File: config.mk
export PLATFORM = sky130hd
export DESIGN_NAME = fb_port_arbiter
export DESIGN_NICKNAME = d
export VERILOG_FILES = /design/src/rtl/fb_port_arbiter.sv
export SDC_FILE = /design/constraint.sdc
export NUM_CORES = 1
export LEC_CHECK = 0
export ABC_CLOCK_PERIOD_IN_PS = 2100
export CAP_MARGIN = 20
export CORE_UTILIZATION = 35
export DETAILED_ROUTE_END_ITERATION = 12
export PLACE_DENSITY = 0.77
export RECOVER_POWER = 50
export SLEW_MARGIN = 20
export SYNTH_ARGS = -nofsm -noshare
export SYNTH_HDL_FRONTEND = slang
export SYNTH_SLANG_ARGS = --single-unit
export TNS_END_PERCENT = 30
File: constraint.sdc
create_clock -name clk_i -period 2.1 [get_ports clk_i]
set_input_delay 0.42 -clock clk_i [delete_from_list [all_inputs] [get_ports clk_i]]
set_output_delay 0.42 -clock clk_i [all_outputs]
set_load 0.02 [all_outputs]
File: src/rtl/fb_port_arbiter.sv
// Framebuffer single-port RAM arbiter.
// The LCD line-fetch path gets sequential burst reads and has priority over
// the CPU. A CPU request that keeps losing is guaranteed one slot once it has
// been denied CPU_MAX_WAIT cycles in a row.
module fb_port_arbiter #(
  parameter int ADDR_W       = 19,
  parameter int DATA_W       = 16,
  parameter int LEN_W        = 10,
  parameter int MAX_BURST    = 800,
  parameter int CPU_MAX_WAIT = 8
) (
  input  logic              clk_i,
  input  logic              rst_n_i,
  input  logic              disp_start_i,
  input  logic [ADDR_W-1:0] disp_base_i,
  input  logic [LEN_W-1:0]  disp_len_i,
  output logic              disp_busy_o,
  output logic              disp_rvalid_o,
  output logic [DATA_W-1:0] disp_rdata_o,
  output logic              disp_done_o,
  output logic              disp_err_o,
  input  logic              cpu_req_i,
  input  logic              cpu_we_i,
  input  logic [ADDR_W-1:0] cpu_addr_i,
  input  logic [DATA_W-1:0] cpu_wdata_i,
  output logic              cpu_gnt_o,
  output logic              cpu_rvalid_o,
  output logic [DATA_W-1:0] cpu_rdata_o,
  output logic              mem_en_o,
  output logic              mem_we_o,
  output logic [ADDR_W-1:0] mem_addr_o,
  output logic [DATA_W-1:0] mem_wdata_o,
  input  logic [DATA_W-1:0] mem_rdata_i
);

  localparam int WAIT_W = $clog2(CPU_MAX_WAIT + 1);
  localparam logic [WAIT_W-1:0] WAIT_MAX = WAIT_W'(CPU_MAX_WAIT);
  localparam logic [LEN_W-1:0]  LEN_MAX  = LEN_W'(MAX_BURST);
  localparam logic [LEN_W-1:0]  LEN_ONE  = LEN_W'(1);

  localparam logic [0:0] S_IDLE  = 1'b0;
  localparam logic [0:0] S_BURST = 1'b1;

  logic [0:0]        state_q, state_d;
  logic [ADDR_W-1:0] addr_q, addr_d;
  logic [LEN_W-1:0]  rem_q, rem_d;
  logic [WAIT_W-1:0] wait_q, wait_d;
  logic              disp_rv_q;   // owner tag: display read in flight
  logic              cpu_rv_q;    // owner tag: CPU read in flight
  logic              done_q;      // in-flight display read is the last word
  logic              err_q;

  logic in_burst, busy, len_ok, start_ok, force_cpu, gnt, disp_iss;

  // Slot decision for this cycle: display wins in BURST unless the CPU is starved
  always_comb begin
    in_burst  = (state_q == S_BURST);
    // Busy covers the trailing rvalid of the last word, so a new start
    // cannot land before disp_done has been seen.
    busy      = in_burst | done_q;
    len_ok    = (disp_len_i != '0) && (disp_len_i <= LEN_MAX);
    start_ok  = disp_start_i && !busy && len_ok;
    force_cpu = in_burst && cpu_req_i && (wait_q == WAIT_MAX);
    gnt       = cpu_req_i && (!in_burst || force_cpu);
    disp_iss  = in_burst && !force_cpu;
  end

  // Burst sequencing and starvation counter next state
  always_comb begin
    state_d = state_q;
    addr_d  = addr_q;
    rem_d   = rem_q;
    wait_d  = wait_q;
    if (disp_iss) begin
      addr_d = addr_q + 1'b1;  // wraps at all-ones
      rem_d  = rem_q - 1'b1;
      if (rem_q == LEN_ONE) state_d = S_IDLE;
    end
    // start_ok implies not busy, so it never collides with an issue above
    if (start_ok) begin
      state_d = S_BURST;
      addr_d  = disp_base_i;
      rem_d   = disp_len_i;
    end
    if (!cpu_req_i || gnt)     wait_d = '0;
    else if (wait_q != WAIT_MAX) wait_d = wait_q + 1'b1;
  end

  // State registers; reset drops any in-flight read and pending done
  always_ff @(posedge clk_i) begin
    if (!rst_n_i) begin
      state_q   <= S_IDLE;
      addr_q    <= '0;
      rem_q     <= '0;
      wait_q    <= '0;
      disp_rv_q <= 1'b0;
      cpu_rv_q  <= 1'b0;
      done_q    <= 1'b0;
      err_q     <= 1'b0;
    end else begin
      state_q   <= state_d;
      addr_q    <= addr_d;
      rem_q     <= rem_d;
      wait_q    <= wait_d;
      disp_rv_q <= disp_iss;
      cpu_rv_q  <= gnt && !cpu_we_i;
      done_q    <= disp_iss && (rem_q == LEN_ONE);
      err_q     <= disp_start_i && !start_ok;
    end
  end

  // RAM-side outputs, combinational and forced to 0 during reset
  always_comb begin
    cpu_gnt_o   = rst_n_i & gnt;
    mem_en_o    = rst_n_i & (gnt | disp_iss);
    mem_we_o    = rst_n_i & gnt & cpu_we_i;
    mem_addr_o  = '0;
    mem_wdata_o = '0;
    if (rst_n_i && gnt)           mem_addr_o = cpu_addr_i;
    else if (rst_n_i && disp_iss) mem_addr_o = addr_q;
    if (rst_n_i && gnt && cpu_we_i) mem_wdata_o = cpu_wdata_i;
  end

  // Read return routing by the registered owner tags
  always_comb begin
    disp_busy_o   = busy;
    disp_rvalid_o = disp_rv_q;
    disp_rdata_o  = disp_rv_q ? mem_rdata_i : '0;
    disp_done_o   = done_q;
    disp_err_o    = err_q;
    cpu_rvalid_o  = cpu_rv_q;
    cpu_rdata_o   = cpu_rv_q ? mem_rdata_i : '0;
  end

endmodule

* Word-level counts from Yosys, hierarchy flattened
Cells that the tools add are included.
Storage, ports and cells: register bits after elaboration 38, bits of input ports 85, output and inout bits 75, logic and storage cells 59
Cells by class: $add $sub $neg 3, magnitude comparators 1, eq/ne operators 3, mux-type cells 12, bitwise gates (word level) 6, reduce and logical (&&, ||, !) cells 26
Operators with widths (count):
- $mux W19 | 4
- $mux W16 | 3
- $mux W10 | 2
- $add A19 B1 Y19 const B | 1
- $logic_and A1 B1 Y1 | 13
- $eq A10 B1 Y1 const B | 1
- $le A10 B10 Y1 const B | 1
- $reduce_bool A10 Y1 | 1
- $sub A10 B1 Y10 const B | 1
- $logic_not A1 Y1 | 6
- $add A4 B1 Y4 const B | 1
- $eq A4 B4 Y1 const B | 1
- $ne A4 B4 Y1 const B | 1
- $reduce_bool A2 Y1 | 2
- $and A1 B1 Y1 | 3
- $mux W1 | 3
- $logic_or A1 B1 Y1 | 2
- $or A1 B1 Y1 | 2
- $reduce_and A2 Y1 | 1
- $reduce_or A2 Y1 | 1
- $not A1 Y1 | 1

* Longest topological paths before layout
Gate-level depths: netlist of the first run.
word-level depth 7, mapped depth 9, mapped depth without buffers 7

* Worst setup path before layout of the first run
OpenSTA, ideal clock, no wires.
path type reg-to-output, start point reg wait_q[0], end point out mem_addr_o[10], data arrival time 1.705 ns, data required time 1.680 ns, path slack -0.025 ns, cell stages (with the launch flop) 9, buffers on the path 2, path through dfxtp_1 inv_1 ha_1 nand2_1 o21ai_0 and3_1 clkbuf_1 clkbuf_1 a22o_1
On the way: cells in the longest elaborated chain, start to end 7, elaborated cells on any way between the ends 10, those cells by class eq/ne (1); mux (2); reduce/logical (7)
Ends and longest elaborated chain:
- from (decl) | RTL line 47 | logic [WAIT_W-1:0] wait_q, wait_d;
- from (signal assigned) | RTL line 104 | wait_q <= wait_d;
- $eq A4 B4 Y1 (*) | RTL line 63 | force_cpu = in_burst && cpu_req_i && (wait_q == WAIT_MAX);
- $logic_and A1 B1 Y1 (*) | RTL line 63
- $logic_not A1 Y1 | RTL line 65 | disp_iss = in_burst && !force_cpu;
- $logic_and A1 B1 Y1 | RTL line 65
- $logic_and A1 B1 Y1 | RTL line 120 | else if (rst_n_i && disp_iss) mem_addr_o = addr_q;
- $mux W19 | RTL line 120
- $mux W19 (*) | RTL line 119 | if (rst_n_i && gnt) mem_addr_o = cpu_addr_i;
- to (decl) | RTL line 31 | output logic [ADDR_W-1:0] mem_addr_o,
Every way passes the cells marked *; elsewhere a longest branch is shown, timed or not.

* Worst setup path in the final report of the first run
start point reg wait_q[1], end point out mem_addr_o[2]
Same word-level chain as after synthesis.

==> flow_summary.ini, run 1 <==
[outcome]
status = finished, violations left
violations = negative setup slack

[power]
power_frac_comb_pct = 36.3
powerDensity_nw_per_um2 = 501.3
vdd_drop_max_uv = 270.3
p_leak_nw = 1.972
p_int_mw = 1.638
p_seq_share_pct = 36.8
clockPowerShare_pct = 26.9
power_switching_uw = 744.2
netSwitchingFraction_pct = 31.24

[place]
portBuffers = 159
pre_cts_ws_ns = -0.5665
gp_congestion = 0.8875
dp.final_hpwl_mm = 7.341
dp_cells = 593

[die]
die_area_um2 = 7551
die_x_um = 86.90
initial_utilization_pct = 36.72
core_area_um2 = 6869
die_h_um = 86.90
rows = 30
top_level_ports = 160

[detailed_routing]
post_drt_via_cell_ratio = 5.356
drc = 0
drt_first_pass_iters = 4
routedWlPerCell_um = 17.15
ant_nets = 0
wl_mm = 10.46
num_vias = 3267
drt-initial-drc-count = 144

[global_route]
grt_max_degree = 22
first_global_vias = 3155
grt_pass1_wl_mm = 16.01
antenna_found_initial = 0
grt_usage_pct = 27.61
grt_overflow = 0

[clock_tree]
clockBufferDepth = 2
clk_pin_slew_worst_paths_ns = 0.08
cts_tree = done
cts_sinks = 38
clockRootBuffer = clkbuf_8
htree_levels = 2
clk_latency_ns = 0.29
cts_made_buffers = 5

[min_path]
min_delay_path_depth = 2
hold_path_startpoint = rem_q[9]
holdPathEnd = rem_q[9]
hold_path_class = reg2reg

[setup_path]
crit_path_max_fanout = 5
crit_slowest_cell = dfxtp_2
crit-reg2reg-capture = rem_q[7]
cpPeakStageDelay_ns = 0.34
worstSetupPathType = reg2out
r2r_start = wait_q[1]
r2r_cells = 9
critPathLaunchType = register
end_kind = primary output
worstPathArrival_ns = 1.79
worstPathCellList = inv_2 > ha_4 > nand2_2 > o21ai_2 > and3_4 > buf_12 > buf_16 > a22o_1 > buf_6
reg2reg_slack_ns = 0.14
required_ns = 1.68

[finish]
antenna_cells = 0
fin_cells = 610
nets = 604
area_growth_pct = 88.44
layout-drive-gt1-share_pct = 21.21

[yosys]
synth.avg_cell_area_um2 = 7.598
synthXorXnorAreaFrac_pct = 5.903
synthArstFlopShare_pct = 0
yosys_warnings = 0
synth_top_family_by_area = simple AND/OR/NAND/NOR gates
yosys.area_share.simple_pct = 32.69
synthFlopType = dfxtp_1
ys_seq_area_share_pct = 30.16
synth.mux.area_fraction_pct = 0
synthAdderAreaFrac_pct = 2.480
synth-compound-area-share_pct = 23.91
synth_area_um2 = 2522
synth_edf_count = 0
synth_cells = 332
synth_fp_nets = 422
ys_ff_latch = 38
netlist-cell-type-count = 43

[sta]
slew_headroom_pct = 74.88
fin_crit_ns = 2.212
fmax_mhz = 452.2
tightest_slew_ns = 0.3719
hold_viol_final = 0
finalClockSkew_ns = 0.01054
rsz0062_at_grt = true
worst_slack_ns = -0.1116
finalSetupViolations = 22
fin_crit_sh_pct = 105.3
slew_violations = 0

[job]
cap_violations = 0
## stage by stage
step | TNS [ns] | hold slack [ns] | instance area (µm²) | power (mW) | util (%)
6_report | -1.595 | 0.4947 | 4753 | 2.383 | 69.20
3_5_place_dp | -24.13 | 0.4843 | 4400 | 1.677 | 64.06
3_3_place_gp | -22.53 | 0.4705 | 4400 | 1.663 | 64.06
5_1_grt | -4.196 | 0.5375 | 4753 | 2.497 | 69.20
2_1_floorplan | 0 | 0.4297 | 2524 | 1.267 | -
4_1_cts | -1.263 | 0.4948 | 4654 | 2.373 | 67.76
## sequential cells by signal (all words and copies together), names as in the netlist
register / cells
disp_err_o: 1
cpu_rvalid_o: 1
disp_rvalid_o: 1
in_burst: 1
rem_q: 10
addr_q: 19
disp_done_o: 1
wait_q: 4
## power by group through the flow
stage / logic (mW) / clock network [mW] / registers, mW
after detailed placement: 0.790 / 0 / 0.887
after global routing: 0.929 / 0.681 / 0.887
after CTS: 0.854 / 0.647 / 0.873
after global placement: 0.778 / 0 / 0.885
after floorplan: 0.404 / 0 / 0.863
final: 0.866 / 0.640 / 0.876
## placed cells by master (no fill, tap or decap), drive strengths merged, types with 3 or more instances in the layout
| cell type | netlist | final |
|---|---|---|
| a21oi | 26 | 26 |
| a221oi | 5 | 5 |
| a22o | 20 | 20 |
| a22oi | 3 | 3 |
| a31oi | 4 | 4 |
| and2 | 35 | 35 |
| and3 | 22 | 22 |
| buf | 5 | 69 |
| clkbuf | 19 | 15 |
| clkdlybuf4s50 | 0 | 112 |
| dfxtp | 38 | 38 |
| dlygate4sd2 | 0 | 4 |
| dlygate4sd3 | 0 | 4 |
| ha | 5 | 5 |
| inv | 7 | 7 |
| nand2 | 19 | 19 |
| nand3 | 12 | 12 |
| nand4 | 8 | 8 |
| nor2 | 34 | 34 |
| nor3 | 8 | 8 |
| nor4 | 3 | 3 |
| o21ai | 15 | 15 |
| xnor2 | 4 | 4 |
| xor2 | 13 | 13 |
## layer usage
layer | wire (µm) | global-route usage, % | up-vias
met3 | 908 | 6.066 | 37
met2 | 5204 | 49.32 | 165
met4 | 456 | 14.70 | 0
met1 | 3893 | 30.46 | 1497
met5 | 0 | 0 | -
li1 | - | - | 1568
## worst max-delay path, delay by kind of cell (launching register included)
kind,cells,cell delay (ns)
AOI/OAI and AO/OA,2,0.28
adders and majority gates,1,0.15
buffers and inverters,4,0.48
DFF,1,0.34
and+or+nand+nor,2,0.26
## logic make-up after synthesis
| logic type | count (synthesis) |
|---|---|
| adder cells (fa/ha/maj) | 5 |
| AO/OA/AOI/OAI | 87 |
| buffers and inverters | 31 |
| XOR/XNOR | 17 |
| AND/OR/NAND/NOR | 154 |
| flip-flops | 38 |
## area by class of cell
type | instances | area [µm²]
inverters | 7 | 26.28
flip-flops and latches | 38 | 765.7
fillers | 547 | 2116
clock buffers | 6 | 82.58
clock inverters | 1 | 30.03
well taps | 96 | 120.1
repair buffers | 199 | 2023
multi-input cells | 263 | 1705
## timing repair
action	4_1_cts	5_1_grt
gates cloned	5	0
endpoints found under the setup margin	41	61
setup buffers	4	1
hold buffers	0	0
hold endpoints to repair	0	0
pin swaps	21	6
resized for setup	208	38
## cells in the mapped netlist, types with 2 or more instances
| cell type | n | area share [%] |
|---|---|---|
| dfxtp_1 | 38 | 30 |
| and2_1 | 35 | 8.7 |
| nor2_1 | 33 | 4.9 |
| a21oi_1 | 26 | 5.2 |
| and3_1 | 22 | 5.5 |
| a22o_1 | 20 | 6.9 |
| clkbuf_1 | 19 | 2.8 |
| nand2_1 | 19 | 2.8 |
| o21ai_0 | 15 | 3.0 |
| xor2_1 | 13 | 4.5 |
| nand3_1 | 12 | 2.4 |
| nand4_1 | 8 | 2.0 |
| nor3_1 | 8 | 1.6 |
| inv_1 | 7 | 1.0 |
| a221oi_1 | 5 | 1.7 |
| buf_2 | 5 | 0.99 |
| ha_1 | 5 | 2.5 |
| a31oi_1 | 4 | 0.99 |
| xnor2_1 | 4 | 1.4 |
| a22oi_1 | 3 | 0.89 |
| nor4_1 | 3 | 0.74 |
| nor3b_1 | 2 | 0.60 |
| o221a_2 | 2 | 0.89 |
| o221ai_1 | 2 | 0.69 |
| o311ai_0 | 2 | 0.69 |
| or2_2 | 2 | 0.50 |
| or4_1 | 2 | 0.60 |
## how the worst max path moves through the flow
stage | depth (start not counted) | from | end
after global placement | 7 | cpu_req_i | mem_addr_o[1]
final | 9 | wait_q[1] | mem_addr_o[2]
after detailed placement | 7 | cpu_req_i | mem_addr_o[18]
after CTS | 9 | wait_q[1] | mem_addr_o[2]
after floorplan | 8 | wait_q[0] | mem_wdata_o[0]
after global routing | 9 | wait_q[1] | mem_addr_o[2]
(Power assumes the default switching activity.)
==> inputs of run 2 (changes only) <==
CORE_MARGIN = 4   (was not set)
CORE_UTILIZATION = 37   (was 35)
PLACE_DENSITY = 0.81   (was 0.77)
SETUP_SLACK_MARGIN = 0.1   (was not set)
==> flow_summary.ini, run 2 (synthesized netlist as in run 1, its figures left out) <==
[global_route]
first_global_vias = 3024
grt_usage_pct = 22.90
antenna_found_initial = 0
grt_overflow = 0
grt_max_degree = 22
grt_pass1_wl_mm = 15.51

[finish]
largest_register = addr_q
layout_common_cells = clkdlybuf4s50_1, dlygate4sd2_1, buf_6, and2_1
layout-drive-gt1-share_pct = 23.15
nets = 603
top_regs = addr_q x19, rem_q x10, wait_q x4
area_growth_pct = 88.14
fillCellCount = 527
mostFrequentLayoutCell = clkdlybuf4s50_1
utilization_pct = 73.07
largest_reg_flops = 19
antenna_cells = 0

[clock_tree]
clk_pin_slew_worst_paths_ns = 0.08
postCtsHoldBufs = 0
clk_latency_ns = 0.30
cts_made_buffers = 5
clockBufferDepth = 2
cts_sinks = 38
cts_tree = done
clockRootBuffer = clkbuf_8
htree_levels = 2

[sta]
rsz0062_at_grt = true
hold_viol_final = 0
fin_crit_sh_pct = 101.3
fmax_mhz = 470.2
finalSetupViolations = 15
whs_ns = 0.4960
worst_slack_ns = -0.02686
finalClockSkew_ns = 0.01167
fin_crit_ns = 2.127
slew_violations = 0
tightest_slew_ns = 0.3477
slew_headroom_pct = 76.82

[die]
initial_utilization_pct = 38.84
die_area_um2 = 8202
die_h_um = 90.57
core_area_um2 = 6495
rows = 29
top_level_ports = 160
die_x_um = 90.57

[setup_path]
end_kind = primary output
required_ns = 1.68
worstPathCellList = inv_2 > ha_4 > nand2_2 > o21ai_2 > and3_4 > clkbuf_16 > and3_1 > buf_6
worstSetupPathType = reg2out
critPathLaunchType = register
worstPathArrival_ns = 1.71
crit_family = simple AND/OR/NAND/NOR gates
crit_buf_inv = 3
cpPeakStageDelay_ns = 0.33
crit_slowest_cell = dfxtp_2
crit_path_max_fanout = 10

[detailed_routing]
post_drt_via_cell_ratio = 5.552
ant_nets = 0
routedWlPerCell_um = 17.17
drc = 0
drt_first_pass_iters = 4
wl_mm = 10.15
drt-initial-drc-count = 169
num_vias = 3281

[outcome]
status = finished, violations left
violations = negative setup slack

[place]
dp.final_hpwl_mm = 7.641
gp_congestion = 0.8098
portBuffers = 159

[power]
vdd_drop_max_uv = 363.1
powerDensity_nw_per_um2 = 524.4
p_leak_nw = 2.130

[min_path]
hold_path_class = reg2reg

[job]
cap_violations = 0
## run 2: power by group
group / internal (mW) / switching, mW
sequential: 0.786 / 0.0909
clock: 0.476 / 0.293
combinational: 0.456 / 0.386
total: 1.72 / 0.770
## run 2: worst min-delay path, delay by kind of cell (launching register included)
kind | cells | cell delay [ns]
DFF | 1 | 0.34
and+or+nand+nor | 1 | 0.06
AOI/OAI and AO/OA | 1 | 0.05
## run 2: cell type report
class | count | area [µm²] | area share (%)
sequential | 38 | 765.7 | 16.13
timing repair buffer | 198 | 1954 | 41.18
clock buffer | 5 | 68.82 | 1.450
tap | 77 | 96.34 | 2.030
inverter | 7 | 26.28 | 0.5537
clock inverter | 3 | 68.82 | 1.450
multi-input combinational | 263 | 1765 | 37.20
## run 2: path summary, 6_finish.rpt
| kind | cells after the start | endpoint | slack [ns] | start |
|---|---|---|---|---|
| worst min register to register | 2 | rem_q[9] | 0.50 | rem_q[9] |
| worst min-delay path | 2 | rem_q[9] | 0.50 | rem_q[9] |
| worst max-delay path | 8 | mem_wdata_o[13] | -0.03 | wait_q[0] |
| worst max register to register | 6 | rem_q[8] | 0.20 | in_burst |
## run 2: metrics by stage
stage | setup WS, ns | std cells | power [mW] | instance area (µm²) | TNS [ns]
3_5_place_dp | -0.5849 | 582 | 1.697 | 4427 | -26.18
4_1_cts | -0.01757 | 590 | 2.444 | 4563 | -0.1239
6_report | -0.02686 | 591 | 2.489 | 4746 | -0.1687
5_1_grt | -0.1012 | 591 | 2.600 | 4746 | -2.751
3_3_place_gp | -0.5425 | 582 | 1.676 | 4427 | -24.47
2_1_floorplan | 0.06067 | 332 | 1.268 | 2526 | 0
## run 2: metal layers
metal	up-vias	wire length, µm	global-route usage [%]	share of wire (%)
met2	164	5271	42.37	52
met4	0	129	5.995	1.3
met5	-	0	0	0
met1	1529	3868	26.09	38
li1	1570	-	-	-
met3	18	880	5.417	8.7
## run 2: timing repair
action,in CTS,in global routing
pin swaps,11,5
gates cloned,0,1
resized for setup,258,43
endpoints found under the setup margin,82,54
setup buffers,0,0
==> inputs of run 3 (changes only) <==
ABC_AREA = 1   (was not set)
ABC_CLOCK_PERIOD_IN_PS = 1900   (was 2100)
CORE_UTILIZATION = 36   (was 37)
PLACE_DENSITY = 0.78   (was 0.81)
clock period = 1.9 ns   (was 2.1 ns; I/O delays follow)
==> flow_summary.ini, run 3 <==
[power]
netSwitchingFraction_pct = 35.04
vdd_drop_max_uv = 299.4
p_int_mw = 2.056
power_frac_comb_pct = 42.1
powerDensity_nw_per_um2 = 566.1
power_mw = 3.165
power_switching_mw = 1.109
p_leak_nw = 2.750
clockPowerShare_pct = 27.4
p_seq_share_pct = 30.5

[finish]
area_growth_pct = 85.86
top_regs = addr_q x19, rem_q x10, wait_q x4
largest_register = addr_q
nets = 805
mostFrequentLayoutCell = nand2_1
final_cell_area_um2 = 5590
fin_cells = 822
largest_reg_flops = 19
layout_common_cells = nand2_1, inv_1, clkdlybuf4s50_1, nor2_1, buf_4
layout-drive-gt1-share_pct = 22.21

[sta]
slew_headroom_pct = 79.95
fin_crit_sh_pct = 115.5
whs_ns = 0.4958
worst_slack_ns = -0.2949
hold_viol_final = 0
rsz0062_at_grt = true
tightest_slew_ns = 0.2997
slew_violations = 0
fin_crit_ns = 2.195
fmax_mhz = 455.6
finalSetupViolations = 37
finalClockSkew_ns = 0.007386

[detailed_routing]
drt_first_pass_iters = 5
ant_nets = 0
wl_mm = 11.92
drt-initial-drc-count = 174
post_drt_via_cell_ratio = 4.826
routedWlPerCell_um = 14.50
num_vias = 3967
drc = 0

[die]
initial_utilization_pct = 36.79
die_h_um = 99.41
top_level_ports = 160
die_area_um2 = 9881
die_x_um = 99.41
rows = 33
core_area_um2 = 8175

[setup_path]
end_kind = primary output
worstSetupPathType = reg2out
reg2reg_slack_ns = 0.10
crit_path_max_fanout = 8
required_ns = 1.52
critPathLaunchType = register
worstPathArrival_ns = 1.81

[clock_tree]
htree_levels = 2
clockBufferDepth = 2
cts_made_buffers = 5
cts_tree = done
clk_latency_ns = 0.30
clockRootBuffer = clkbuf_8
cts_sinks = 38
postCtsHoldBufs = 0
clk_pin_slew_worst_paths_ns = 0.08

[global_route]
grt_pass1_wl_mm = 18.43
antenna_found_initial = 0
grt_max_degree = 22
grt_usage_pct = 23.07
grt_overflow = 0
first_global_vias = 3876

[job]
cap_violations = 0

[place]
portBuffers = 159
dp_cells = 806
pre_cts_ws_ns = -0.8148
dp.final_hpwl_mm = 9.124
postPlaceCellArea_um2 = 5184
gp_congestion = 0.9059

[outcome]
status = finished, violations left
violations = negative setup slack

[min_path]
hold_path_class = reg2reg

[yosys]
yosys_warnings = 0
synth_fp_nets = 608
ys_seq_area_share_pct = 25.29
yosys-top-cells-count = nand2_1, inv_1, nor2_1
synth_edf_count = 0
ys_ff_latch = 38
synth.avg_cell_area_um2 = 5.807
synth_area_um2 = 3008
synthFlopType = dfxtp_1
synth.most_common_cell = nand2_1
netlist-cell-type-count = 32
synth_cells = 518
synthArstFlopShare_pct = 0
netlist.top_cell.by_area = dfxtp_1
ys_top_cells_by_area = dfxtp_1, nand2_1, inv_1
synth_top_area_share_pct = 25.29
==> run 3: changes by cell type in the layout (fill, tap and decap cells not counted), moves of 11 or more <==
cell     change
and3_1      -11
a22o_1      -19
inv_1       +91
a21oi_1     -18
o21ai_4     +14
nor2_4      +15
nand2_1    +109
and2_1      -35
nor2_1      +26
nand3_1     +30
buf_4       +15
==> run 3: metrics by stage <==
step / setup TNS (ns) / util, %
detailed placement: -31.05 / 63.41
global placement: -28.20 / 63.41
global route: -12.46 / 68.35
CTS: -7.913 / 67.26
floorplan: 0 / -
finish: -9.500 / 68.38
==> run 3: worst paths after layout <==
check,startpoint,to,depth (start not counted)
worst min-delay path,rem_q[4],rem_q[4],2
worst max register to register,wait_q[0],addr_q[17],13
worst max-delay path,wait_q[0],mem_wdata_o[3],10
worst min register to register,rem_q[4],rem_q[4],2
==> run 3: layout make-up <==
type                    count  area, µm²
diodes                      1      2.502
clock buffers               6      82.58
clock inverters             2      60.06
fillers                   673       2585
inverters                 102      400.4
multi-input cells         357       2079
flip-flops and latches     38      763.2
well taps                 105      131.4
repair buffers            211       2071
==> run 3: logic make-up after synthesis <==
family	count (synthesis)	synth area share, %
AO/OA/AOI/OAI	59	10.90
AND/OR/NAND/NOR	277	40.35
adder cells (fa/ha/maj)	5	2.080
buffers and inverters	123	16.72
flip-flops	38	25.29
XOR/XNOR	16	4.659
==> run 3: layer usage <==
layer	routed length, µm	global-route usage, %	share of wire (%)
met5	0	0	0
met4	324	7.983	2.7
met3	883	4.418	7.4
met2	6149	42.92	52
met1	4561	26.07	38
==> run 3: what timing repair did <==
item,CTS,global route
endpoints found under the hold margin,0,0
resized for setup,285,22
cloned,2,0
pin swaps,2,10
buffers inserted,4,1
setup endpoints to repair,74,45
==> run 3: worst max-delay path, stage by stage (launching register included) <==
cell and delay, ns:
dfxtp_2 0.33, inv_2 0.07, ha_4 0.13, nand4_1 0.11
nand2_2 0.13, nand3_2 0.14, inv_4 0.12, nand2_4 0.09
buf_16 0.17, nor2_2 0.09, buf_4 0.14
==> run 3: power by group through the flow <==
stage          clock, mW  sequential, mW  combinational [mW]
6_report           0.868           0.964                1.33
3_5_place_dp           0           0.979                1.24
4_1_cts            0.878           0.962                1.29
3_3_place_gp           0           0.973                1.22
5_1_grt            0.912           0.973                1.44
2_1_floorplan          0           0.966               0.713
